`src/rtl/muldiv_pkg.sv`:
```
// Shared types and constants for the iterative multiply/divide unit.
package muldiv_pkg;

  localparam int DEF_WIDTH = 32;

  typedef enum logic [1:0] {
    OP_MULT  = 2'b00,
    OP_MULTU = 2'b01,
    OP_DIV   = 2'b10,
    OP_DIVU  = 2'b11
  } op_e;

  typedef enum logic [1:0] {
    IDLE = 2'b00,
    CALC = 2'b01,
    FIX  = 2'b10
  } state_e;

endpackage

```
`src/rtl/muldiv_if.sv`:
```
// Controller-side bundle: operation request, MTHI/MTLO writes, status and HI/LO read-out.
interface muldiv_if
  import muldiv_pkg::*;
#(
  parameter int WIDTH = DEF_WIDTH
) ();

  logic             start;
  op_e              op;
  logic [WIDTH-1:0] a;
  logic [WIDTH-1:0] b;
  logic             hi_we;
  logic             lo_we;
  logic [WIDTH-1:0] wd;
  logic             busy;
  logic             done;
  logic [WIDTH-1:0] hi;
  logic [WIDTH-1:0] lo;

  modport master (
    output start, op, a, b, hi_we, lo_we, wd,
    input  busy, done, hi, lo
  );

  modport slave (
    input  start, op, a, b, hi_we, lo_we, wd,
    output busy, done, hi, lo
  );

endinterface

```
`src/rtl/muldiv_iter.sv`:
```
// Magnitude datapath: one shift-add (multiply) or restoring shift-subtract (divide) step per cycle.
module muldiv_iter
  import muldiv_pkg::*;
#(
  parameter int WIDTH = DEF_WIDTH
) (
  input  logic               clk,
  input  logic               reset_n,
  input  logic               load,
  input  logic               step,
  input  logic               is_div,
  input  logic [WIDTH-1:0]   mag_a,
  input  logic [WIDTH-1:0]   mag_b,
  output logic [2*WIDTH-1:0] acc,
  output logic               last
);

  localparam int CW = $clog2(WIDTH + 1);

  logic [2*WIDTH-1:0] acc_reg, acc_next;
  logic [WIDTH-1:0]   opd_reg;
  logic               div_reg;
  logic [CW-1:0]      count_reg;

  logic [WIDTH:0]     mul_sum;
  logic [WIDTH:0]     shifted;
  logic [WIDTH:0]     diff;

  // Multiply: lower half starts as the multiplier and is consumed LSB-first.
  // Divide: upper half is the partial remainder, lower half shifts dividend out / quotient in.
  always_comb begin
    mul_sum  = {1'b0, acc_reg[2*WIDTH-1:WIDTH]} + (acc_reg[0] ? {1'b0, opd_reg} : '0);
    shifted  = {acc_reg[2*WIDTH-1:WIDTH], acc_reg[WIDTH-1]};
    diff     = shifted - {1'b0, opd_reg};
    acc_next = acc_reg;
    if (step) begin
      if (!div_reg)
        acc_next = {mul_sum, acc_reg[WIDTH-1:1]};
      else if (diff[WIDTH])
        acc_next = {shifted[WIDTH-1:0], acc_reg[WIDTH-2:0], 1'b0};
      else
        acc_next = {diff[WIDTH-1:0], acc_reg[WIDTH-2:0], 1'b1};
    end
  end

  always_ff @(posedge clk) begin
    if (!reset_n) begin
      acc_reg   <= '0;
      opd_reg   <= '0;
      div_reg   <= 1'b0;
      count_reg <= '0;
    end else if (load) begin
      acc_reg   <= {{WIDTH{1'b0}}, (is_div ? mag_a : mag_b)};
      opd_reg   <= is_div ? mag_b : mag_a;
      div_reg   <= is_div;
      count_reg <= '0;
    end else begin
      acc_reg <= acc_next;
      if (step)
        count_reg <= count_reg + 1'b1;
    end
  end

  assign acc  = acc_reg;
  assign last = (count_reg == CW'(WIDTH - 1));

endmodule

```
`src/rtl/muldiv_unit.sv`:
```
// Iterative MULT/MULTU/DIV/DIVU unit with architectural HI/LO and a start/busy/done handshake.
module muldiv_unit
  import muldiv_pkg::*;
#(
  parameter int WIDTH = DEF_WIDTH
) (
  input  logic     clk,
  input  logic     reset_n,
  muldiv_if.slave  bus
);

  state_e             state_reg, state_next;
  logic               load, step, last;
  logic [2*WIDTH-1:0] acc;

  logic               div_reg;
  logic               neg_q_reg;
  logic               neg_r_reg;
  logic               div_zero_reg;
  logic [WIDTH-1:0]   hi_reg, hi_next;
  logic [WIDTH-1:0]   lo_reg, lo_next;
  logic               done_reg;

  logic               signed_op, is_div, sign_a, sign_b;
  logic [WIDTH-1:0]   mag_a, mag_b;
  logic [2*WIDTH-1:0] prod;
  logic [WIDTH-1:0]   quot, rem;

  assign signed_op = (bus.op == OP_MULT) || (bus.op == OP_DIV);
  assign is_div    = (bus.op == OP_DIV) || (bus.op == OP_DIVU);
  assign sign_a    = signed_op & bus.a[WIDTH-1];
  assign sign_b    = signed_op & bus.b[WIDTH-1];
  assign mag_a     = sign_a ? -bus.a : bus.a;
  assign mag_b     = sign_b ? -bus.b : bus.b;

  muldiv_iter #(.WIDTH(WIDTH)) u_iter (
    .clk     (clk),
    .reset_n (reset_n),
    .load    (load),
    .step    (step),
    .is_div  (is_div),
    .mag_a   (mag_a),
    .mag_b   (mag_b),
    .acc     (acc),
    .last    (last)
  );

  always_comb begin
    state_next = state_reg;
    load       = 1'b0;
    step       = 1'b0;
    case (state_reg)
      IDLE: begin
        if (bus.start) begin
          load       = 1'b1;
          state_next = CALC;
        end
      end
      CALC: begin
        step = 1'b1;
        if (last)
          state_next = FIX;
      end
      FIX:     state_next = IDLE;
      default: state_next = IDLE;
    endcase
  end

  assign prod = neg_q_reg ? -acc : acc;
  assign quot = acc[WIDTH-1:0];
  assign rem  = acc[2*WIDTH-1:WIDTH];

  // Divide-by-zero leaves |a| in the remainder, so sign correction restores the original a in HI.
  always_comb begin
    hi_next = hi_reg;
    lo_next = lo_reg;
    if (state_reg == FIX) begin
      if (div_reg) begin
        lo_next = div_zero_reg ? '1 : (neg_q_reg ? -quot : quot);
        hi_next = neg_r_reg ? -rem : rem;
      end else begin
        {hi_next, lo_next} = prod;
      end
    end else if (state_reg == IDLE && !bus.start) begin
      if (bus.hi_we) hi_next = bus.wd;
      if (bus.lo_we) lo_next = bus.wd;
    end
  end

  always_ff @(posedge clk) begin
    if (!reset_n) begin
      state_reg    <= IDLE;
      div_reg      <= 1'b0;
      neg_q_reg    <= 1'b0;
      neg_r_reg    <= 1'b0;
      div_zero_reg <= 1'b0;
      hi_reg       <= '0;
      lo_reg       <= '0;
      done_reg     <= 1'b0;
    end else begin
      state_reg <= state_next;
      hi_reg    <= hi_next;
      lo_reg    <= lo_next;
      done_reg  <= (state_reg == FIX);
      if (load) begin
        div_reg      <= is_div;
        neg_q_reg    <= sign_a ^ sign_b;
        neg_r_reg    <= sign_a;
        div_zero_reg <= (bus.b == '0);
      end
    end
  end

  assign bus.busy = (state_reg != IDLE);
  assign bus.done = done_reg;
  assign bus.hi   = hi_reg;
  assign bus.lo   = lo_reg;

endmodule

```
`src/flat_wrapper.sv`:
```
// flat-port wrapper written by rule: the top's interface ports become plain ports
module muldiv_unit_flat import muldiv_pkg::*;
#(
  parameter int WIDTH = DEF_WIDTH
)
  (clk, reset_n, bus_start, bus_op, bus_a, bus_b, bus_hi_we, bus_lo_we, bus_wd, bus_busy, bus_done, bus_hi, bus_lo);
  muldiv_if #(.WIDTH(WIDTH)) bus_i ();
  input  logic clk;
  input  logic reset_n;
  input wire logic [$bits(bus_i.start)-1:0] bus_start;
  input wire logic [$bits(bus_i.op)-1:0] bus_op;
  input wire logic [$bits(bus_i.a)-1:0] bus_a;
  input wire logic [$bits(bus_i.b)-1:0] bus_b;
  input wire logic [$bits(bus_i.hi_we)-1:0] bus_hi_we;
  input wire logic [$bits(bus_i.lo_we)-1:0] bus_lo_we;
  input wire logic [$bits(bus_i.wd)-1:0] bus_wd;
  output wire logic [$bits(bus_i.busy)-1:0] bus_busy;
  output wire logic [$bits(bus_i.done)-1:0] bus_done;
  output wire logic [$bits(bus_i.hi)-1:0] bus_hi;
  output wire logic [$bits(bus_i.lo)-1:0] bus_lo;
  assign bus_i.start = bus_start;
  assign bus_i.op = bus_op;
  assign bus_i.a = bus_a;
  assign bus_i.b = bus_b;
  assign bus_i.hi_we = bus_hi_we;
  assign bus_i.lo_we = bus_lo_we;
  assign bus_i.wd = bus_wd;
  assign bus_busy = bus_i.busy;
  assign bus_done = bus_i.done;
  assign bus_hi = bus_i.hi;
  assign bus_lo = bus_i.lo;
  muldiv_unit #(.WIDTH(WIDTH)) u_core (.clk(clk), .reset_n(reset_n), .bus(bus_i));
endmodule
```
`config.mk`:
```
export PLATFORM = sky130hd
export DESIGN_NAME = muldiv_unit_flat
export DESIGN_NICKNAME = d
export VERILOG_FILES = /design/src/rtl/muldiv_pkg.sv /design/src/rtl/muldiv_if.sv /design/src/rtl/muldiv_iter.sv /design/src/rtl/muldiv_unit.sv /design/src/flat_wrapper.sv
export SDC_FILE = /design/constraint.sdc
export NUM_CORES = 1
export LEC_CHECK = 0
export BUFFER_PORTS_ARGS = -buffer_cell sky130_fd_sc_hd__clkbuf_2
export CAP_MARGIN = 20
export CORE_UTILIZATION = 25
export CTS_CLUSTER_SIZE = 40
export DETAILED_ROUTE_END_ITERATION = 8
export PLACE_DENSITY = 0.51
export SETUP_SLACK_MARGIN = 0.3
export SYNTH_ARGS = -nofsm -noshare
export SYNTH_HDL_FRONTEND = slang
export SYNTH_SLANG_ARGS = --single-unit
```
`constraint.sdc`:
```
create_clock -name clk -period 3.3 [get_ports clk]
set_clock_uncertainty 0.2 [all_clocks]
set_input_delay 0.66 -clock clk [delete_from_list [all_inputs] [get_ports clk]]
set_output_delay 0.66 -clock clk [all_outputs]
set_load 0.02 [all_outputs]
```
==> out/qor.yml, run 1 <==
numCtsBuffers: 17
post-place-ws_ps: -145
syn_avg_cell_area_um2: 7.57
power.switching_fraction_pct: 38.7
filler_cell_count: 6158
grt_setup_unrepaired: "yes"
clk_pin_slew_worst_paths_ps: 80
grt_antenna_before_repair: 2
max_slew.worst_pin.slew_ps: 980
min-delay-path-class: "register to register"
leakage_nw: 8.63
min_delay_worst_endpoint: "u_core.u_iter.opd_reg[5]"
die-area_um2: 60600
period_minus_slack_ps: 3150
hold_path_depth: 2
tritoncts: "done"
firstDrtPassIters: 7
core_region_area_um2: 59000
std_cell_rows: 89
fmax_mhz: 318
r2r_setup_slack_ps: 150
timing.critical_path.required_ps: 3470
via_per_inst: 5.23
final_antenna_net_count: 0
fraction_of_final_layout_cells_with_drive_strength_greater_than_1_pct: 33.0
post_route_wl_um: 64000
crit_path_max_fanout: 5
floorplan.die.height_um: 246
first_global_vias: 15738
clock_sink_count: 173
initial_utilization_pct: 25.3
power_after_layout_w: 0.00800
via_count: 16355
track_usage_pct: 20.2
maxSlewHeadroom_pct: 34.7
synth_sequential_area_ratio_pct: 23.2
reg2regPathDepth: 13
detail_route.iter0.violations: 1195
grt_remaining_overflow: 0
dominant_synthesized_flop_cell: "dfxtp_1"
clock_latency_ps: 480
detailed_place_hpwl_um: 49000
post_synth_instance_area_um2: 14900
p_switching_w: 0.00309
floorplan.io_pins: 169
drc: 0
synth.ff_latch_count: 173
synth-edff-count: 0
final-instance-count-excl-fill: 3126
wl_per_cell_um: 20.5
endpoint_kind: "register"
port_buffers: 168
htreeDepth: 4
post-route-period-util_pct: 95.3
syn_to_final_growth_pct: 38.3
maxSlewViolCount: 0
internal_power_w: 0.00490
clockRootBuffer: "clkbuf_16"
yosysWarnings: 0
die_width_um: 246
max_cap_viol_count: 0
async_flop_share_pct: 0
worst-setup-path-type: "register to register"
largest_register_ffs: 64
grt_pass1_wl_um: 93600
startpoint_type: "register"
placedCellCount: 3024
power.density_cell_area_nw_per_um2: 388
synth.net_count: 2144
grt_start_max_net_pins: 100
reg2reg_launch_point: "u_core.u_iter.opd_reg[14]"
final_non_filler_cell_area_um2: 20600
timing.critical_path.arrival_ps: 3320
rr_endpoint: "u_core.u_iter.acc[39]"
number_of_hold_violations_in_the_final_report: 0
final_setup_violating_endpoints: 0
ctsLongestPathBuffers: 2
placedInstanceArea_um2: 18200
worst_slack_ps: 155
status: "finished, final reports clean"
routability_driven_placement_congestion_ratio: 0.892
hold_path_startpoint: "u_core.u_iter.opd_reg[5]"
power.clock.fraction_pct: 27.2
synthesis.instances: 1970
ys_types: 84
power.ir.vdd_worst_v: 0.000289
seqPwrFrac_pct: 29.2
num-nets-final: 2512
cts-hold-fix-buffers: 0
comb_power_share_pct: 43.6
==> cell usage after synthesis (all sizes together) (8+ instances only) <==
cell | count | area (µm²)
a21oi | 215 | 1080
nand2 | 187 | 702
nor2 | 186 | 698
dfxtp | 173 | 3460
o21ai | 113 | 566
clkbuf | 110 | 413
mux2i | 97 | 971
xor2 | 92 | 806
xnor2 | 86 | 753
o211ai | 72 | 546
ha | 69 | 863
inv | 60 | 225
a221oi | 36 | 315
a21o | 32 | 240
nor3 | 32 | 170
buf | 31 | 139
a211oi | 30 | 225
o31ai | 30 | 244
nand3 | 29 | 150
mux2 | 27 | 304
nor4 | 27 | 224
nand2b | 23 | 146
nand4 | 19 | 119
and3 | 16 | 100
or4 | 16 | 128
a31oi | 14 | 87.6
nor2b | 12 | 75.1
o22ai | 11 | 68.8
and2 | 10 | 62.6
o41ai | 10 | 95.1
or3 | 10 | 62.6
o21a | 8 | 60.1
==> through the flow <==
stage | TNS [ps] | hold WS (ps) | util (%)
finish | 0 | 254 | 34.9
global placement | -693 | 244 | 30.9
floorplan | 0 | 229 | -
detailed placement | -1030 | 245 | 30.9
CTS | 0 | 255 | 33.2
global route | 0 | 270 | 34.9
==> cell usage in the layout (no fill, tap or decap), types with 23 or more instances in the layout <==
cell type,synthesis,final
a21oi_1,215,186
mux2i_1,97,97
nor3_1,30,27
nor2_1,186,170
inv_1,58,47
ha_1,69,50
buf_4,0,287
clkbuf_2,0,168
nand3_1,28,27
o31ai_1,28,23
o21ai_0,108,93
a21o_1,32,32
xnor2_1,86,78
o211ai_1,71,71
a221oi_1,36,35
a21oi_2,0,25
xor2_1,92,89
nand2_1,187,180
buf_6,1,23
dfxtp_1,173,152
==> cell families after synthesis <==
group,count (synthesis),share of synthesized area [%]
AOI/OAI and AO/OA,639,27.8
xor gates and xnor gates,178,10.5
adders and majority gates,71,6.06
buffers and inverters,201,5.21
DFF,173,23.2
muxes,124,8.55
and+or+nand+nor,584,18.7
==> how the worst max path moves through the flow <==
stage                                   start                         to  cells after the start
detailed placement                  bus_a[13]  u_core.u_iter.opd_reg[23]                     10
CTS                 u_core.u_iter.opd_reg[13]      u_core.u_iter.acc[45]                     13
global placement                    bus_b[12]  u_core.u_iter.opd_reg[21]                      9
finish              u_core.u_iter.opd_reg[14]      u_core.u_iter.acc[39]                     13
floorplan                           bus_b[12]  u_core.u_iter.opd_reg[30]                      9
global route        u_core.u_iter.opd_reg[21]      u_core.u_iter.acc[41]                     13
==> power groups by stage <==
stage | clock network, W | registers (W) | logic, W
finish | 0.00217 | 0.00234 | 0.00349
global route | 0.00226 | 0.00235 | 0.00374
CTS | 0.00220 | 0.00233 | 0.00314
detailed placement | 0 | 0.00237 | 0.00287
global placement | 0 | 0.00237 | 0.00286
floorplan | 0 | 0.00240 | 0.00167
==> routing by layer <==
metal,vias to the layer above,track usage [%],part of all wire (%)
met2,412,33.3,47
met3,72,2.49,4.6
met1,7923,27.0,46
met4,0,7.07,3.0
li1,7948,-,-
met5,-,0,0
==> cell type report <==
| class | count | area [µm²] | area share (%) |
|---|---|---|---|
| multi-input combinational | 1596 | 11800 | 57.3 |
| sequential | 173 | 3500 | 17.0 |
| timing repair buffer | 490 | 3500 | 17.0 |
| tap | 773 | 967 | 4.69 |
| clock buffer | 19 | 453 | 2.20 |
| inverter | 60 | 235 | 1.14 |
| clock inverter | 13 | 143 | 0.692 |
| antenna | 2 | 5.00 | 0.0243 |
==> critical path, cell delays in order, from the launching register on <==
cell	delay, ps
dfxtp_2	340
inv_2	50
ha_4	280
nand2_2	60
o21a_1	200
a211o_1	320
or2_4	280
o21a_1	230
o211ai_4	250
buf_6	170
clkbuf_16	150
mux2i_1	170
a211oi_1	90
a31o_2	240
==> timing repair <==
| item | CTS | global route |
|---|---|---|
| gates cloned | 1 | 2 |
| setup endpoints to repair | 52 | 68 |
| gates resized for setup | 111 | 164 |
| buffers inserted | 37 | 28 |
| pin swaps | 58 | 114 |
Note: power is estimated with default switching activity, not from simulation.
==> inputs of run 2 (changes only) <==
--- a/config.mk
+++ b/config.mk
@@ -10,7 +10,6 @@
 export CORE_UTILIZATION = 25
 export CTS_CLUSTER_SIZE = 40
 export DETAILED_ROUTE_END_ITERATION = 8
-export PLACE_DENSITY = 0.51
 export SETUP_SLACK_MARGIN = 0.3
 export SYNTH_ARGS = -nofsm -noshare
 export SYNTH_HDL_FRONTEND = slang
==> constraint.sdc (replaced) <==
create_clock -name clk -period 3.3 [get_ports clk]
set_clock_uncertainty 0.2 [all_clocks]
set_input_delay 0.66 -clock clk [delete_from_list [all_inputs] [get_ports clk]]
set_output_delay 0.66 -clock clk [all_outputs]
set_load 0.005 [all_outputs]
==> run 2 against run 1 <==
- global-route usage decreased by 1.4 points
- count of clock-buffer cells in the layout decreased by 2
- die area unchanged
- wire length fell by 7.4%
- power is 4.6% lower
- cell count is 1.4% lower
- via count down 0.57%
- first-iteration DRC count grew 34%
- register-to-register slack better by 60 ps
- largest cell class unchanged
- highest routed layer is now met5
==> out/qor.yml, run 2 (synthesis results as in run 1) <==
status: "finished, final reports clean"
clock_latency_ps: 460  # -20 ps
clk_pin_slew_worst_paths_ps: 80  # about the same
num-nets-final: 2470  # -1.7%
seqPwrFrac_pct: 30.8  # +1.6 points
cts-hold-fix-buffers: 0  # unchanged
dr_wl_met3_um: 4090  # +39%
final.setup.tns_ps: 0  # unchanged
track_usage_pct: 18.9  # -1.4 points
internal_power_w: 0.00467  # -4.7%
drc: 0  # unchanged
die_width_um: 246  # unchanged
power.ir.vdd_worst_v: 0.000468  # +62%
floorplan.die.height_um: 246  # unchanged
first_global_vias: 15066  # -4.3%
initial_utilization_pct: 25.3  # unchanged
largest_register_ffs: 64  # unchanged
ctsLongestPathBuffers: 2  # unchanged
core_region_area_um2: 59000  # unchanged
std_cell_rows: 89  # unchanged
via_per_inst: 5.28  # +0.84%
tritoncts: "done"
detailed_place_hpwl_um: 45500  # -7.0%
period_minus_slack_ps: 3090  # -57.4 ps
port_buffers: 168  # unchanged
final_antenna_net_count: 0  # unchanged
maxSlewHeadroom_pct: 23.4  # -11 points
leakage_nw: 8.40  # -2.7%
worst-setup-path-type: "register to register"
max_slew.worst_pin.slew_ps: 1150  # +170 ps
placedCellCount: 2982  # -1.4%
wl_on_met1_um: 27300  # -6.8%
grt_setup_unrepaired: "yes"
final-instance-count-excl-fill: 3082  # -1.4%
numCtsBuffers: 17  # unchanged
via_count: 16261  # -0.57%
power.switching_fraction_pct: 38.7  # +0.054 points
htreeDepth: 4  # unchanged
power.density_cell_area_nw_per_um2: 377  # -2.8%
timing.critical_path.arrival_ps: 3210  # -110 ps
fraction_of_final_layout_cells_with_drive_strength_greater_than_1_pct: 31.7  # -1.3 points
firstDrtPassIters: 5  # -2
detail_route.iter0.violations: 1604  # +34%
comb_power_share_pct: 42.6  # -1.0 points
crit_path_max_fanout: 6  # +1
r2r_setup_slack_ps: 210  # +60 ps
endpoint_kind: "register"
maxSlewViolCount: 0  # unchanged
min-delay-path-class: "register to register"
layout_common_cells: "buf_4 (254), a21oi_1 (186), nand2_1 (182)"
clockRootBuffer: "clkbuf_16"
syn_to_final_growth_pct: 35.7
route.met2.wl_um: 26000  # -13%
post-route-period-util_pct: 93.6  # -1.7 points
post_route_wl_um: 59300  # -7.4%
p_switching_w: 0.00295  # -4.5%
grt_start_max_net_pins: 100  # unchanged
final_non_filler_cell_area_um2: 20200  # -1.9%
startpoint_type: "register"
fmax_mhz: 324  # +1.9%
wl_per_cell_um: 19.2  # -6.0%
final_common_cell: "buf_4"
timing.critical_path.required_ps: 3430  # -40 ps
routability_driven_placement_congestion_ratio: 0.959  # +7.5%
placedInstanceArea_um2: 17900  # -1.7%
topRoutingLayerUsed: "met5"
final_setup_violating_endpoints: 0  # unchanged
grt_remaining_overflow: 0  # unchanged
grt_pass1_wl_um: 89000  # -5.0%
grt_antenna_before_repair: 2  # unchanged
max_cap_viol_count: 0  # unchanged
number_of_hold_violations_in_the_final_report: 0  # unchanged
filler_cell_count: 6135  # -0.37%
floorplan.io_pins: 169  # unchanged
clock_sink_count: 173  # unchanged
die-area_um2: 60600  # unchanged
power.clock.fraction_pct: 26.5  # -0.7 points
[run 2: per-layer routing]
| layer | vias to the layer above | GRT usage, % |
|---|---|---|
| met4 | 2 | 5.90 |
| met3 | 84 | 2.19 |
| met1 | 7667 | 26.7 |
| li1 | 7873 | - |
| met2 | 635 | 29.5 |
| met5 | - | 0 |
[run 2: power by group through the flow]
stage / logic [W] / clock network [W] / registers, W
6_report: 0.00325 / 0.00202 / 0.00235
5_1_grt: 0.00349 / 0.00212 / 0.00236
4_1_cts: 0.00296 / 0.00203 / 0.00234
3_5_place_dp: 0.00268 / 0 / 0.00238
3_3_place_gp: 0.00268 / 0 / 0.00238
2_1_floorplan: 0.00167 / 0 / 0.00236
[run 2: repair_timing]
action | in CTS | in global routing
setup endpoints to repair | 50 | 55
buffers inserted | 46 | 18
cloned | 1 | 3
gates resized for setup | 135 | 134
pin swaps | 60 | 107
[run 2: final cells by class]
type | count | area (µm²) | share of cell area [%]
inverter | 60 | 238 | 1.18
tap | 773 | 967 | 4.78
clock inverter | 14 | 144 | 0.711
clock buffer | 17 | 425 | 2.10
timing repair buffer | 448 | 3170 | 15.7
multi-input combinational | 1596 | 11800 | 58.3
antenna | 1 | 2.50 | 0.0124
sequential | 173 | 3500 | 17.3
[run 2: stage by stage]
stage          power [W]  util, %  setup WS [ps]  hold WS (ps)
2_1_floorplan    0.00403        -            252           229
3_3_place_gp     0.00506     30.3          -60.0           242
3_5_place_dp     0.00506     30.3          -33.2           249
4_1_cts          0.00733     32.9            227           256
5_1_grt          0.00797     34.3            116           280
6_report         0.00763     34.3            212           254
[run 2: worst paths after layout]
kind	startpoint	end	cells after the start
max	u_core.u_iter.acc[0]	u_core.u_iter.acc[60]	14
min	u_core.u_iter.opd_reg[17]	u_core.u_iter.opd_reg[17]	2
max reg2reg	u_core.u_iter.acc[0]	u_core.u_iter.acc[60]	14
min reg2reg	u_core.u_iter.opd_reg[17]	u_core.u_iter.opd_reg[17]	2
[run 2: critical path, cell delays in order, from the launching register on]
cell	delay, ps
dfxtp_2	370
clkinv_4	110
buf_12	170
buf_12	130
nor2_1	120
ha_1	270
nand4_1	250
inv_1	70
a21oi_1	170
o2111a_1	260
o21ai_1	70
buf_4	160
o31ai_2	190
xor2_1	300
o31ai_1	100
==> inputs of run 3 (changes only) <==
--- a/config.mk
+++ b/config.mk
@@ -10,6 +10,7 @@
 export CORE_UTILIZATION = 25
 export CTS_CLUSTER_SIZE = 40
 export DETAILED_ROUTE_END_ITERATION = 8
+export GPL_TIMING_DRIVEN = 0
 export SETUP_SLACK_MARGIN = 0.3
 export SYNTH_ARGS = -nofsm -noshare
 export SYNTH_HDL_FRONTEND = slang
==> constraint.sdc (replaced) <==
create_clock -name clk -period 3.1 [get_ports clk]
set_clock_uncertainty 0.2 [all_clocks]
set_input_delay 0.62 -clock clk [delete_from_list [all_inputs] [get_ports clk]]
set_output_delay 0.62 -clock clk [all_outputs]
set_load 0.005 [all_outputs]
==> run 3 against run 2 <==
- the flow now finishes with violations (setup timing)
- critical path type unchanged
- count of clock-buffer cells in the layout grew 1
- largest cell class unchanged
- final area grew 1.2%
- flip-flop and latch count is the same
==> out/qor.yml, run 3 (synthesis results as in run 1) <==
core_region_area_um2: 59000  # unchanged
critPathSlowestCell: "a211o_1"
clock_latency_ps: 460  # about the same
final_common_cell: "nand2_1"
endpoint_kind: "register"
seqPwrFrac_pct: 30.2  # -0.6 points
comb_power_share_pct: 42.8  # +0.2 points
min_delay_worst_endpoint: "u_core.u_iter.opd_reg[16]"
timing.critical_path.required_ps: 3250  # -180 ps
rr_endpoint: "u_core.u_iter.acc[49]"
clock_sink_count: 173  # unchanged
timing.critical_path.arrival_ps: 3480  # +270 ps
port_buffers: 166  # -1.2%
num-nets-final: 2455  # -0.61%
drc: 0  # unchanged
critPathBufInv: 7  # +2
multi_input_area_um2: 12300  # +4.8%
maxSlewViolCount: 0  # unchanged
first_global_vias: 15924  # +5.7%
largest_register_ffs: 64  # unchanged
p_switching_w: 0.00334  # +13%
worst-setup-path-type: "register to register"
die_width_um: 246  # unchanged
maxSlewHeadroom_pct: 11.5  # -12 points
final_antenna_net_count: 0  # unchanged
grt_remaining_overflow: 0  # unchanged
final_setup_violating_endpoints: 33  # +33
placedCellCount: 2909  # -2.4%
r2r_setup_slack_ps: -240  # -450 ps
via_count: 16877  # +3.8%
clockRootBuffer: "clkbuf_16"
std_cell_rows: 89  # unchanged
worst_slack_ps: -235  # -447 ps
crit_family: "compound AO/OA/AOI/OAI gates"
detailed_place_hpwl_um: 49100  # +7.9%
power.ir.vdd_worst_v: 0.000415  # -11%
period_minus_slack_ps: 3340  # +247 ps
critical-path-top-cell-by-count: "buf_6"
internal_power_w: 0.00508  # +8.8%
crit_path_max_fanout: 6  # unchanged
routability_driven_placement_congestion_ratio: 0.966  # +0.68%
filler_cell_count: 6090  # -0.73%
power.switching_fraction_pct: 39.6  # +0.91 points
layout_common_cells: "nand2_1 (178), nor2_1 (174), a21oi_1 (171)"
post-route-period-util_pct: 108  # +14 points
antenna_cells: 0  # -1
leakage_nw: 8.20  # -2.3%
status: "finished with violations"
syn_to_final_growth_pct: 37.3
grt_start_max_net_pins: 19  # -81%
critical_path.cell_chain: "inv_4 -> ha_4 -> buf_6 -> buf_6 -> nand4_1 -> a211o_1 -> or2_4 -> buf_6 -> o2111ai_4 -> o211ai_4 -> buf_12 -> buf_12 -> buf_16 -> nand2_2 -> o211ai_1 -> a32o_1"
max_slew.worst_pin.slew_ps: 1330  # +178 ps
grt_antenna_before_repair: 1  # -1
firstDrtPassIters: 6  # +1
die-area_um2: 60600  # unchanged
power.density_cell_area_nw_per_um2: 411  # +9.1%
fraction_of_final_layout_cells_with_drive_strength_greater_than_1_pct: 30.0  # -1.6 points
clk_pin_slew_worst_paths_ps: 80  # about the same
regArea_um2: 3550  # +1.4%
ctsLongestPathBuffers: 2  # unchanged
reg2reg_launch_point: "u_core.u_iter.opd_reg[14]"
fmax_mhz: 300  # -7.4%
floorplan.die.height_um: 246  # unchanged
tritoncts: "done"
failed_checks: "setup timing"
fin_util_pct: 34.7  # +0.40 points
htreeDepth: 4  # unchanged
initial_utilization_pct: 25.3  # unchanged
grt_setup_unrepaired: "yes"
post_route_wl_um: 64900  # +9.6%
floorplan.io_pins: 169  # unchanged
slowest_delay_ps: 400  # +30 ps
numCtsBuffers: 17  # unchanged
detail_route.iter0.violations: 1605  # +0.062%
via_per_inst: 5.50  # +4.3%
grt_pass1_wl_um: 96800  # +8.7%
final-instance-count-excl-fill: 3067  # -0.49%
power.clock.fraction_pct: 27.0  # +0.5 points
post-place-ws_ps: -823  # -790 ps
number_of_hold_violations_in_the_final_report: 0  # unchanged
hold_path_startpoint: "u_core.u_iter.opd_reg[16]"
wl_per_cell_um: 21.2  # +10%
hold_path_depth: 2  # unchanged
track_usage_pct: 20.7  # +1.8 points
max_cap_viol_count: 0  # unchanged
reg2regPathDepth: 16  # +2
startpoint_type: "register"
min-delay-path-class: "register to register"
[run 3: cell count changes in the layout (fill, tap and decap cells not counted), moves of 15 or more]
cell	before	now
a21oi_1	186	171
buf_6	13	41
buf_4	254	93
xnor2_1	84	67
clkbuf_1	0	86
xnor2_2	2	19
dfxtp_1	151	133
[run 3: tightest hold or removal path, cell delays in order (launching register included)]
cell and delay [ps]:
dfxtp_1 310, nand2_1 50, a21oi_1 50
[run 3: through the flow]
| stage | TNS (ps) | area, µm² | hold WS, ps | power [W] |
|---|---|---|---|---|
| 2_1_floorplan | 0 | 15200 | 229 | 0.00435 |
| 3_3_place_gp | -27330 | 17000 | 241 | 0.00522 |
| 3_5_place_dp | -28960 | 17000 | 246 | 0.00523 |
| 4_1_cts | -3020 | 19500 | 256 | 0.00813 |
| 5_1_grt | -7700 | 20500 | 265 | 0.00873 |
| 6_report | -4860 | 20500 | 251 | 0.00842 |
[run 3: layout make-up]
cell class,instances,area share (%)
Sequential cell,173,17.3
Clock buffer,18,2.15
Multi-Input combinational cell,1596,60.3
Buffer,141,3.68
Clock inverter,14,0.856
Timing Repair Buffer,292,9.73
Tap cell,773,4.73
Inverter,60,1.19
[run 3: routing by layer]
layer / GRT usage, % / vias up / part of all wire (%)
met1: 27.3 / 8014 / 43
met4: 10.4 / 0 / 5.7
met5: 0 / - / 0
li1: - / 7833 / -
met3: 3.52 / 191 / 8.2
met2: 32.3 / 839 / 44
[run 3: timing repair]
action / 4_1_cts / 5_1_grt
endpoints found under the setup margin: 98 / 109
pin swaps: 139 / 109
buffers inserted: 94 / 28
hold buffers: 0 / 0
gates resized for setup: 286 / 161
gates cloned: 4 / 0
endpoints found under the hold margin: 0 / 0
[run 3: power groups by stage]
stage / combinational [W] / clock, W / sequential (W)
6_report: 0.00360 / 0.00227 / 0.00254
5_1_grt: 0.00381 / 0.00236 / 0.00256
4_1_cts: 0.00333 / 0.00227 / 0.00253
3_5_place_dp: 0.00265 / 0 / 0.00257
3_3_place_gp: 0.00265 / 0 / 0.00257
2_1_floorplan: 0.00184 / 0 / 0.00251
[run 3: worst max path at each step]
stage	from	to	slack [ps]	cells after the start
detailed placement	u_core.div_reg	u_core.div_reg	-820	7
global placement	u_core.u_iter.acc[0]	u_core.u_iter.acc[63]	-850	14
CTS	u_core.u_iter.acc[31]	u_core.u_iter.acc[41]	-180	15
floorplan	u_core.u_iter.acc[31]	u_core.u_iter.acc[60]	80	14
global route	u_core.u_iter.opd_reg[14]	u_core.u_iter.acc[49]	-320	16
finish	u_core.u_iter.opd_reg[14]	u_core.u_iter.acc[49]	-240	16
